==> src/rtl/fifo_pixel_reader_if.sv <==
// rtl/fifo_pixel_reader_if.sv - pixel output stream bundle for fifo_pixel_reader
//
// Purpose: groups the pixel handshake and its sideband coordinates/markers.
// Signals:
//   pix_valid  pixel output valid (master -> slave)
//   pix_ready  downstream accepts pixel (slave -> master)
//   pix_data   16-bit pixel word (RGB565 or zero-extended grayscale)
//   pix_x      column of the current pixel
//   pix_y      line of the current pixel
//   pix_sof    high with the pixel at (0,0)
//   pix_eol    high with the last pixel of a line
interface fifo_pixel_reader_if;
  logic        pix_valid;
  logic        pix_ready;
  logic [15:0] pix_data;
  logic [8:0]  pix_x;
  logic [7:0]  pix_y;
  logic        pix_sof;
  logic        pix_eol;

  modport master (
    output pix_valid, pix_data, pix_x, pix_y, pix_sof, pix_eol,
    input  pix_ready
  );

  modport slave (
    input  pix_valid, pix_data, pix_x, pix_y, pix_sof, pix_eol,
    output pix_ready
  );
endinterface

==> src/rtl/fifo_pixel_reader.sv <==
// rtl/fifo_pixel_reader.sv - reads a stored frame out of a byte FIFO as a pixel stream
//
// Purpose: when a complete frame sits in the external FIFO, resets its read
// pointer, clocks out two bytes per pixel (high byte first) and presents each
// pixel with its coordinates on a valid/ready stream.
// Optional feature: define PIX_GRAY_EN to output {8'h00, gray} instead of RGB565.
// Ports:
//   sys_clk      system clock, rising edge
//   rst          synchronous active-high reset
//   frame_ready  level, a complete frame is stored in the FIFO
//   frame_done   one-cycle pulse, frame fully consumed
//   fifo_d       FIFO read data
//   rclk         FIFO read clock (registered, set by FSM state)
//   rrst         FIFO read-pointer reset, active-low (registered, set by FSM state)
//   busy         high in every state except IDLE
//   pix          pixel stream (master modport)
module fifo_pixel_reader #(
  parameter int H_PIXELS = 320,
  parameter int V_LINES  = 240
) (
  input  logic                       sys_clk,
  input  logic                       rst,
  input  logic                       frame_ready,
  output logic                       frame_done,
  input  logic [7:0]                 fifo_d,
  output logic                       rclk,
  output logic                       rrst,
  output logic                       busy,
  fifo_pixel_reader_if.master        pix
);

  localparam logic [8:0] X_LAST = 9'(H_PIXELS - 1);
  localparam logic [7:0] Y_LAST = 8'(V_LINES - 1);

  typedef enum logic [3:0] {
    S_IDLE,
    S_RRST_LO,
    S_RRST_CLK,
    S_RRST_HI,
    S_PRIME,
    S_RD_HI_LO,
    S_RD_HI_CLK,
    S_RD_LO_LO,
    S_RD_LO_CLK,
    S_OUT,
    S_DONE
  } state_t;

  state_t      state_q, state_d;
  logic        rclk_q, rclk_d;
  logic        rrst_q, rrst_d;
  logic        busy_q, busy_d;
  logic        frame_done_q, frame_done_d;
  logic        pix_valid_q, pix_valid_d;
  logic [15:0] pix_data_q, pix_data_d;
  logic [8:0]  pix_x_q, pix_x_d;
  logic [7:0]  pix_y_q, pix_y_d;
  logic        pix_sof_q, pix_sof_d;
  logic        pix_eol_q, pix_eol_d;
  logic [7:0]  hi_q, hi_d;
  logic [7:0]  lo_q, lo_d;
  // Coordinate of the next pixel to be presented.
  logic [8:0]  cnt_x_q, cnt_x_d;
  logic [7:0]  cnt_y_q, cnt_y_d;

  logic        last_pix;
  logic [15:0] pix_word;

  assign last_pix = (pix_x_q == X_LAST) && (pix_y_q == Y_LAST);

`ifdef PIX_GRAY_EN
  logic [7:0] r8, g8, b8;
  logic [9:0] gray_sum;

  // Expand 5/6-bit channels to 8 bits by replicating their MSBs, then weight green twice.
  always_comb begin
    r8       = {hi_q[7:3], hi_q[7:5]};
    g8       = {hi_q[2:0], lo_q[7:5], hi_q[2:1]};
    b8       = {lo_q[4:0], lo_q[4:2]};
    gray_sum = {2'b00, r8} + {1'b0, g8, 1'b0} + {2'b00, b8};
  end

  assign pix_word = {8'h00, 8'(gray_sum >> 2)};
`else
  assign pix_word = {hi_q, lo_q};
`endif

  // State register and all output/datapath flops.
  always_ff @(posedge sys_clk) begin
    if (rst) begin
      state_q      <= S_IDLE;
      rclk_q       <= 1'b1;
      rrst_q       <= 1'b1;
      busy_q       <= 1'b0;
      frame_done_q <= 1'b0;
      pix_valid_q  <= 1'b0;
      pix_data_q   <= '0;
      pix_x_q      <= '0;
      pix_y_q      <= '0;
      pix_sof_q    <= 1'b0;
      pix_eol_q    <= 1'b0;
      hi_q         <= '0;
      lo_q         <= '0;
      cnt_x_q      <= '0;
      cnt_y_q      <= '0;
    end else begin
      state_q      <= state_d;
      rclk_q       <= rclk_d;
      rrst_q       <= rrst_d;
      busy_q       <= busy_d;
      frame_done_q <= frame_done_d;
      pix_valid_q  <= pix_valid_d;
      pix_data_q   <= pix_data_d;
      pix_x_q      <= pix_x_d;
      pix_y_q      <= pix_y_d;
      pix_sof_q    <= pix_sof_d;
      pix_eol_q    <= pix_eol_d;
      hi_q         <= hi_d;
      lo_q         <= lo_d;
      cnt_x_q      <= cnt_x_d;
      cnt_y_q      <= cnt_y_d;
    end
  end

  // Next-state logic.
  always_comb begin
    state_d = state_q;
    case (state_q)
      S_IDLE:      if (frame_ready) state_d = S_RRST_LO;
      S_RRST_LO:   state_d = S_RRST_CLK;
      S_RRST_CLK:  state_d = S_RRST_HI;
      S_RRST_HI:   state_d = S_PRIME;
      S_PRIME:     state_d = S_RD_HI_LO;
      S_RD_HI_LO:  state_d = S_RD_HI_CLK;
      S_RD_HI_CLK: state_d = S_RD_LO_LO;
      S_RD_LO_LO:  state_d = S_RD_LO_CLK;
      S_RD_LO_CLK: state_d = S_OUT;
      S_OUT:       if (pix.pix_ready) state_d = last_pix ? S_DONE : S_RD_HI_LO;
      S_DONE:      state_d = S_IDLE;
      default:     state_d = S_IDLE;
    endcase
  end

  // Output logic: every output is registered from the upcoming state.
  always_comb begin
    rclk_d = 1'b1;
    rrst_d = 1'b1;
    case (state_d)
      S_RRST_LO: begin
        rclk_d = 1'b0;
        rrst_d = 1'b0;
      end
      S_RRST_CLK: rrst_d = 1'b0;
      S_RRST_HI, S_RD_HI_LO, S_RD_LO_LO: rclk_d = 1'b0;
      default: ;
    endcase

    busy_d       = (state_d != S_IDLE);
    frame_done_d = (state_d == S_DONE);

    // The FIFO presents a byte after each rclk rise; grab it as rclk falls again.
    hi_d = (state_d == S_RD_HI_LO) ? fifo_d : hi_q;
    lo_d = (state_d == S_RD_LO_LO) ? fifo_d : lo_q;

    cnt_x_d     = cnt_x_q;
    cnt_y_d     = cnt_y_q;
    pix_valid_d = pix_valid_q;
    pix_data_d  = pix_data_q;
    pix_x_d     = pix_x_q;
    pix_y_d     = pix_y_q;
    pix_sof_d   = pix_sof_q;
    pix_eol_d   = pix_eol_q;

    if ((state_q == S_IDLE) && (state_d != S_IDLE)) begin
      cnt_x_d = '0;
      cnt_y_d = '0;
    end

    if (state_q == S_RD_LO_CLK) begin
      pix_valid_d = 1'b1;
      pix_data_d  = pix_word;
      pix_x_d     = cnt_x_q;
      pix_y_d     = cnt_y_q;
      pix_sof_d   = (cnt_x_q == '0) && (cnt_y_q == '0);
      pix_eol_d   = (cnt_x_q == X_LAST);
    end

    if ((state_q == S_OUT) && pix.pix_ready) begin
      pix_valid_d = 1'b0;
      if (cnt_x_q == X_LAST) begin
        cnt_x_d = '0;
        cnt_y_d = cnt_y_q + 8'd1;
      end else begin
        cnt_x_d = cnt_x_q + 9'd1;
      end
    end
  end

  assign rclk          = rclk_q;
  assign rrst          = rrst_q;
  assign busy          = busy_q;
  assign frame_done    = frame_done_q;
  assign pix.pix_valid = pix_valid_q;
  assign pix.pix_data  = pix_data_q;
  assign pix.pix_x     = pix_x_q;
  assign pix.pix_y     = pix_y_q;
  assign pix.pix_sof   = pix_sof_q;
  assign pix.pix_eol   = pix_eol_q;

endmodule
==> src/flat_wrapper.sv <==
// flat-port wrapper written by rule: the top's interface ports become plain ports
module fifo_pixel_reader_flat 
#(
  parameter int H_PIXELS = 320,
  parameter int V_LINES  = 240
)
  (sys_clk, rst, frame_ready, frame_done, fifo_d, rclk, rrst, busy, pix_pix_valid, pix_pix_data, pix_pix_x, pix_pix_y, pix_pix_sof, pix_pix_eol, pix_pix_ready);
  fifo_pixel_reader_if pix_i ();
  input  logic sys_clk;
  input  logic rst;
  input  logic frame_ready;
  output logic frame_done;
  input  logic [7:0] fifo_d;
  output logic rclk;
  output logic rrst;
  output logic busy;
  output wire logic [$bits(pix_i.pix_valid)-1:0] pix_pix_valid;
  output wire logic [$bits(pix_i.pix_data)-1:0] pix_pix_data;
  output wire logic [$bits(pix_i.pix_x)-1:0] pix_pix_x;
  output wire logic [$bits(pix_i.pix_y)-1:0] pix_pix_y;
  output wire logic [$bits(pix_i.pix_sof)-1:0] pix_pix_sof;
  output wire logic [$bits(pix_i.pix_eol)-1:0] pix_pix_eol;
  input wire logic [$bits(pix_i.pix_ready)-1:0] pix_pix_ready;
  assign pix_pix_valid = pix_i.pix_valid;
  assign pix_pix_data = pix_i.pix_data;
  assign pix_pix_x = pix_i.pix_x;
  assign pix_pix_y = pix_i.pix_y;
  assign pix_pix_sof = pix_i.pix_sof;
  assign pix_pix_eol = pix_i.pix_eol;
  assign pix_i.pix_ready = pix_pix_ready;
  fifo_pixel_reader #(.H_PIXELS(H_PIXELS), .V_LINES(V_LINES)) u_core (.sys_clk(sys_clk), .rst(rst), .frame_ready(frame_ready), .frame_done(frame_done), .fifo_d(fifo_d), .rclk(rclk), .rrst(rrst), .busy(busy), .pix(pix_i));
endmodule
==> config.mk <==
export PLATFORM = sky130hd
export DESIGN_NAME = fifo_pixel_reader_flat
export DESIGN_NICKNAME = d
export VERILOG_FILES = /design/src/rtl/fifo_pixel_reader_if.sv /design/src/rtl/fifo_pixel_reader.sv /design/src/flat_wrapper.sv
export SDC_FILE = /design/constraint.sdc
export NUM_CORES = 1
export LEC_CHECK = 0
export ABC_AREA = 0
export CAP_MARGIN = 25
export CELL_PAD_IN_SITES_DETAIL_PLACEMENT = 2
export CELL_PAD_IN_SITES_GLOBAL_PLACEMENT = 2
export CORE_ASPECT_RATIO = 0.9
export CORE_MARGIN = 3
export CORE_UTILIZATION = 31
export DETAILED_ROUTE_END_ITERATION = 8
export PLACE_DENSITY_LB_ADDON = 0.1
export SKIP_LAST_GASP = 1
export SYNTH_ARGS = -nofsm -noshare
export SYNTH_HDL_FRONTEND = slang
export SYNTH_SLANG_ARGS = --single-unit
==> constraint.sdc <==
create_clock -name sys_clk -period 2.34 [get_ports sys_clk]
set_clock_uncertainty 0.2 [all_clocks]
set_input_delay 0.585 -clock sys_clk [delete_from_list [all_inputs] [get_ports sys_clk]]
set_output_delay 0.585 -clock sys_clk [all_outputs]
set_load 0.1 [all_outputs]
# ---- Word level (Yosys, flattened, before mapping)
# Cells that the tools add are included.
# W data, S select, Z words.
dict set report op_classes {
  add_sub_neg 2
  mul 0
  div 0
  order_cmp 0
  n_eq_ne 18
  shift 0
  mux 12
  n_bitwise 0
  n_reduce_logical 12
}
# operator n
set ops {}
lappend ops {{$pmux W4 S10} 1}
lappend ops {{$mux W9} 3}
lappend ops {{$eq A4 B3 Y1 const B} 6}
lappend ops {{$mux W8} 3}
lappend ops {{$eq A9 B9 Y1 const B} 2}
lappend ops {{$eq A4 B2 Y1 const B} 4}
lappend ops {{$eq A4 B4 Y1 const B} 3}
lappend ops {{$mux W4} 3}
lappend ops {{$add A9 B1 Y9 const B} 1}
lappend ops {{$logic_not A9 Y1} 1}
lappend ops {{$add A8 B1 Y8 const B} 1}
lappend ops {{$eq A4 B1 Y1 const B} 2}
lappend ops {{$eq A8 B8 Y1 const B} 1}
lappend ops {{$logic_not A8 Y1} 1}
lappend ops {{$logic_and A1 B1 Y1} 4}
lappend ops {{$logic_not A4 Y1} 1}
lappend ops {{$reduce_bool A4 Y1} 1}
lappend ops {{$reduce_or A2 Y1} 2}
lappend ops {{$reduce_or A4 Y1} 1}
lappend ops {{$mux W1} 2}
lappend ops {{$reduce_bool A2 Y1} 1}
dict set report totals {
  reg_bits 77
  latchBits 0
  mem_bits_rw 0
  mem_bits_ro 0
  out_inout_bits 40
  elab_cells 59
  memories 0
}

# ---- Depth between registers and ports, before layout
dict set report logic_depth {
  ltp_word 10
  ltp_mapped 8
}

# ---- Worst setup path after synthesis
# OpenSTA, ideal clock, no wires.
dict set report synth_path {
  path_type {register to register}
  from {register u_core.pix_x_q[8], in the netlist u_core.pix.pix_x[8]}
  to {register u_core.hi_q[0]}
  setup_time_ns 0.124
  arrival_ns 2.156
  slack_ns -0.139
  path_stages_with_launch 7
  n_path_buf 1
  cell_sequence {dfxtp_1 -> nand4b_1 -> nor3_1 -> a31oi_1 -> o211a_1 -> buf_2 -> mux2i_1}
}
dict set report synth_via {
  elab_chain_len 6
}
# item line_no
set synth_lines {}
lappend synth_lines {{from (decl)} fifo_pixel_reader.sv:56} ;# logic [8:0] pix_x_q, pix_x_d;
lappend synth_lines {{from (signal assigned)} fifo_pixel_reader.sv:114} ;# pix_x_q <= pix_x_d;
lappend synth_lines {{$eq A9 B9 Y1} fifo_pixel_reader.sv:69} ;# assign last_pix = (pix_x_q == X_LAST) && (pix_y_q == Y_LAST);
lappend synth_lines {{$logic_and A1 B1 Y1} fifo_pixel_reader.sv:69}
lappend synth_lines {{$mux W4 (2 in a row)} fifo_pixel_reader.sv:138} ;# S_OUT: if (pix.pix_ready) state_d = last_pix ? S_DONE : S_RD_HI_LO;
lappend synth_lines {{$pmux W4 S10} fifo_pixel_reader.sv:128} ;# case (state_q)
lappend synth_lines {{$eq A4 B3 Y1} fifo_pixel_reader.sv:162} ;# hi_d = (state_d == S_RD_HI_LO) ? fifo_d : hi_q;
lappend synth_lines {{to (signal assigned)} fifo_pixel_reader.sv:118} ;# hi_q <= hi_d;
lappend synth_lines {{to (decl)} fifo_pixel_reader.sv:60} ;# logic [7:0] hi_q, hi_d;
# No other way between the ends.
# A chain may end at the register's enable or synchronous reset.

# ---- Worst setup path in the final report
dict set report layout_path {
  from {input pix_pix_ready}
  to {register u_core.cnt_y_q[4]}
}
dict set report layout_via {
  elab_chain_len 7
  elab_cells_between_ends 8
}
# item line_no
set layout_lines {}
lappend layout_lines {{from (decl)} flat_wrapper.sv:23} ;# input wire logic [$bits(pix_i.pix_ready)-1:0] pix_pix_ready;
lappend layout_lines {{$mux W4} fifo_pixel_reader.sv:138}
lappend layout_lines {{$pmux W4 S10} fifo_pixel_reader.sv:128}
lappend layout_lines {{$reduce_bool A4 Y1} fifo_pixel_reader.sv:174} ;# if ((state_q == S_IDLE) && (state_d != S_IDLE)) begin
lappend layout_lines {{$logic_and A1 B1 Y1} fifo_pixel_reader.sv:174}
lappend layout_lines {{$mux W8} fifo_pixel_reader.sv:174}
lappend layout_lines {{$mux W8} fifo_pixel_reader.sv:190} ;# if (cnt_x_q == X_LAST) begin
lappend layout_lines {{$mux W8 *} fifo_pixel_reader.sv:188} ;# if ((state_q == S_OUT) && pix.pix_ready) begin
lappend layout_lines {{to (signal assigned)} fifo_pixel_reader.sv:121} ;# cnt_y_q <= cnt_y_d;
lappend layout_lines {{to (decl)} fifo_pixel_reader.sv:64} ;# logic [7:0] cnt_y_q, cnt_y_d;
# Every way passes the cells marked *; elsewhere a longest branch is shown, timed or not.

==> metrics.cfg <==
[floorplan]
die_x_um=115
dieArea_mm2=0.0119
placeableCoreArea_mm2=0.0103
row_count=35
die_height_um=104
start_util=0.319
io_pins=52

[setup_path]
cp.arrival_ns=2.25
max_stage_delay_ns=0.45
cp_max_fo=6
critPathLaunchType=input port
setup.worst_path.class=in -> reg
crit_family=compound AO/OA/AOI/OAI gates
endpoint_kind=flop
critPathBufInv=2
crit_chain=clkdlybuf4s50_1 > nand2_1 > nor4_4 > buf_4 > a21oi_1 > a21oi_1 > a211oi_2
cpMostUsedCell=a21oi_1
cp_data_required_time_ns=2.39
slowest_stage=a21oi_1

[place]
place_congestion=0.779
portBuffers=51
dp_hpwl_um=7210
dp.cells=581

[power_and_ir_drop]
p_clk_frac=0.473
vdd_drop_max_mv=0.303
fin_total_pwr_mw=3.04
p_sw_mw=0.774
p_per_area_mw_per_mm2=701
p_seq_frac=0.440
switching_share=0.255
internal_power_mw=2.26
p_comb_frac=0.087
leakagePower_nw=1.61

[clock_network]
clock_latency_ns=0.33
clock-root-buffer=clkbuf_16
clkTransAtPathRegs_ns=0.06
cts.sinks=77
cts_hold_buf=0
cts_tree=built
numCtsBuffers=9
clk_path_buf_depth=2
htree_levels=3

[min_path]
min_path_type=reg -> reg

[finish]
diodes=0
nNetsFinal=479
postLayoutCoreUtil=0.419
synthToLayoutAreaGrowth_pct=31.1
layout-drive-gt1-share=0.235
final_cells=597

[global_routing]
grt_use_met1=0.231
grt_use_met2=0.307
gr-max-usage-layer=met2
grt_pass1_wl_um=17200
first_global_vias=3297
antenna_found_initial=0
grt_start_max_net_pins=37
gr-total-overflow=0
grt.total_usage=0.179
met3_usage=0.0396

[route]
wire_per_inst_um=16.9
viasPerCell=5.05
drc=0
first_pass_iters=4
drtIter0Drc=129
dr_total_vias=3015
routed_wl_um=10100
ant_nets=0

[timing]
fin_crit_ns=2.21
slew_viol_final=0
slew_headroom=0.639
finalHoldViolCount=0
setup_viol=0
timing.fmax_ghz=0.453
worstMarginPinSlew_ns=0.542
timing.final.crit_share=0.943
rsz0062_at_grt=false
setup-tns-final_ns=0

[synthesis]
syn_nets=417
synth_ff_type=dfxtp_1
synth_enable_flop_cells=0
syn_area_mm2=0.00330
syn_inst=401
ys_seq_area_frac=0.467
ys_seq_elements=77
async_reset_ff_frac=0
yosys.cell_types.count=49
synth_area_per_cell_um2=8.23
synth_warnings=0

[run]
cap_violations=0

[status]
outcome=finished clean

worst reg2reg max path, delay by kind of cell (launching register included):
family / cells / cell delay [ns]
simple gates: 4 / 1.18
mux: 1 / 0.32
flops: 1 / 0.33
synth_stat cells (all sizes together) (4+ instances only):
library cell	instances	area [µm²]
nand3	10	50.1
a21oi	63	327
ha	4	50.1
inv	8	30.0
nor4	5	46.3
nand2	97	364
buf	8	58.8
o21ai	5	25.0
and2	6	40.0
dfxtp	77	1540
mux2i	9	90.1
nand2b	18	113
nor2	20	82.6
clkbuf	17	63.8
a211oi	4	50.1
nor3	7	35.0
placed cells by master, fill, tap and decap left out, types with 3 or more instances in the layout:
master	synthesis	layout
nand2b_1	18	18
a31oi_1	3	3
nand3b_1	3	3
clkdlybuf4s50_1	0	10
a311oi_1	3	3
mux2i_1	9	9
nor4_1	4	4
dfxtp_1	77	63
dfxtp_2	0	14
clkbuf_16	0	9
nor3_1	7	7
a21oi_1	62	62
and3_1	3	3
nor2_1	19	18
nand2_1	97	97
nand3_1	10	9
inv_1	8	8
o21ai_0	4	4
buf_4	0	60
a211oi_2	4	4
buf_12	0	5
and2_1	5	5
ha_1	4	4
registers in the layout, summed over array words and instances, names as in the netlist:
name / count
u_core.pix.pix_data: 16
u_core.cnt_x_q: 9
u_core.pix.pix_x: 9
u_core.cnt_y_q: 8
u_core.hi_q: 8
u_core.lo_q: 8
u_core.pix.pix_y: 8
u_core.state_q: 4
u_core.busy: 1
u_core.frame_done: 1
u_core.pix.pix_eol: 1
u_core.pix.pix_sof: 1
u_core.pix.pix_valid: 1
u_core.rclk: 1
u_core.rrst: 1
per-stage QoR:
step	hold WS, ns	setup WS, ns	instance area (µm²)
after CTS	0.264	0.0715	4320
final	0.260	0.134	4330
after global routing	0.284	0.00386	4330
after floorplan	0.232	0.0112	3320
after global placement	0.245	-0.235	4020
after detailed placement	0.254	-0.255	4020
area by class of cell:
class / count / area, µm²
multi-input cells: 291 / 1620
clock inverters: 7 / 82.6
fillers: 1184 / 6010
repair buffers: 76 / 656
clock buffers: 9 / 225
inverters: 8 / 30.0
flip-flops and latches: 77 / 1560
well taps: 129 / 161
final timing paths:
path / startpoint / endpoint / slack (ns) / cells past startpoint
setup reg to reg: u_core.state_q[3] / u_core.cnt_y_q[7] / 0.20 / 5
setup / recovery: pix_pix_ready / u_core.cnt_y_q[4] / 0.13 / 7
hold reg to reg: u_core.hi_q[1] / u_core.pix.pix_data[9] / 0.26 / 2
hold / removal: u_core.hi_q[1] / u_core.pix.pix_data[9] / 0.26 / 2
repair_timing:
action | in CTS | in global routing
buffers inserted | 0 | 0
endpoints found under the setup margin | 0 | 6
resized for setup | 0 | 2
logic make-up (layout without fill, tap and decap cells):
| logic type | after synthesis | in the layout | share of synthesized area |
|---|---|---|---|
| AO/OA/AOI/OAI | 88 | 88 | 0.160 |
| XOR/XNOR | 3 | 3 | 0.00796 |
| adder cells (fa/ha/maj) | 4 | 4 | 0.0152 |
| buffers and inverters | 33 | 100 | 0.0462 |
| flip-flops | 77 | 77 | 0.467 |
| multiplexers | 11 | 11 | 0.0352 |
| AND/OR/NAND/NOR | 185 | 185 | 0.268 |
routing by layer:
metal / routed length [µm] / up-vias
met4: 80 / 0
met2: 5070 / 30
li1: - / 1485
met3: 215 / 5
met1: 4740 / 1495
met5: 0 / -
power groups by stage:
stage / Clock, mW / Combinational [mW] / Sequential, mW
3_3_place_gp: 0 / 0.262 / 1.36
4_1_cts: 1.49 / 0.270 / 1.34
3_5_place_dp: 0 / 0.267 / 1.37
6_report: 1.44 / 0.265 / 1.34
5_1_grt: 1.55 / 0.288 / 1.34
2_1_floorplan: 0 / 0.106 / 1.43
(Power assumes the default switching activity.)
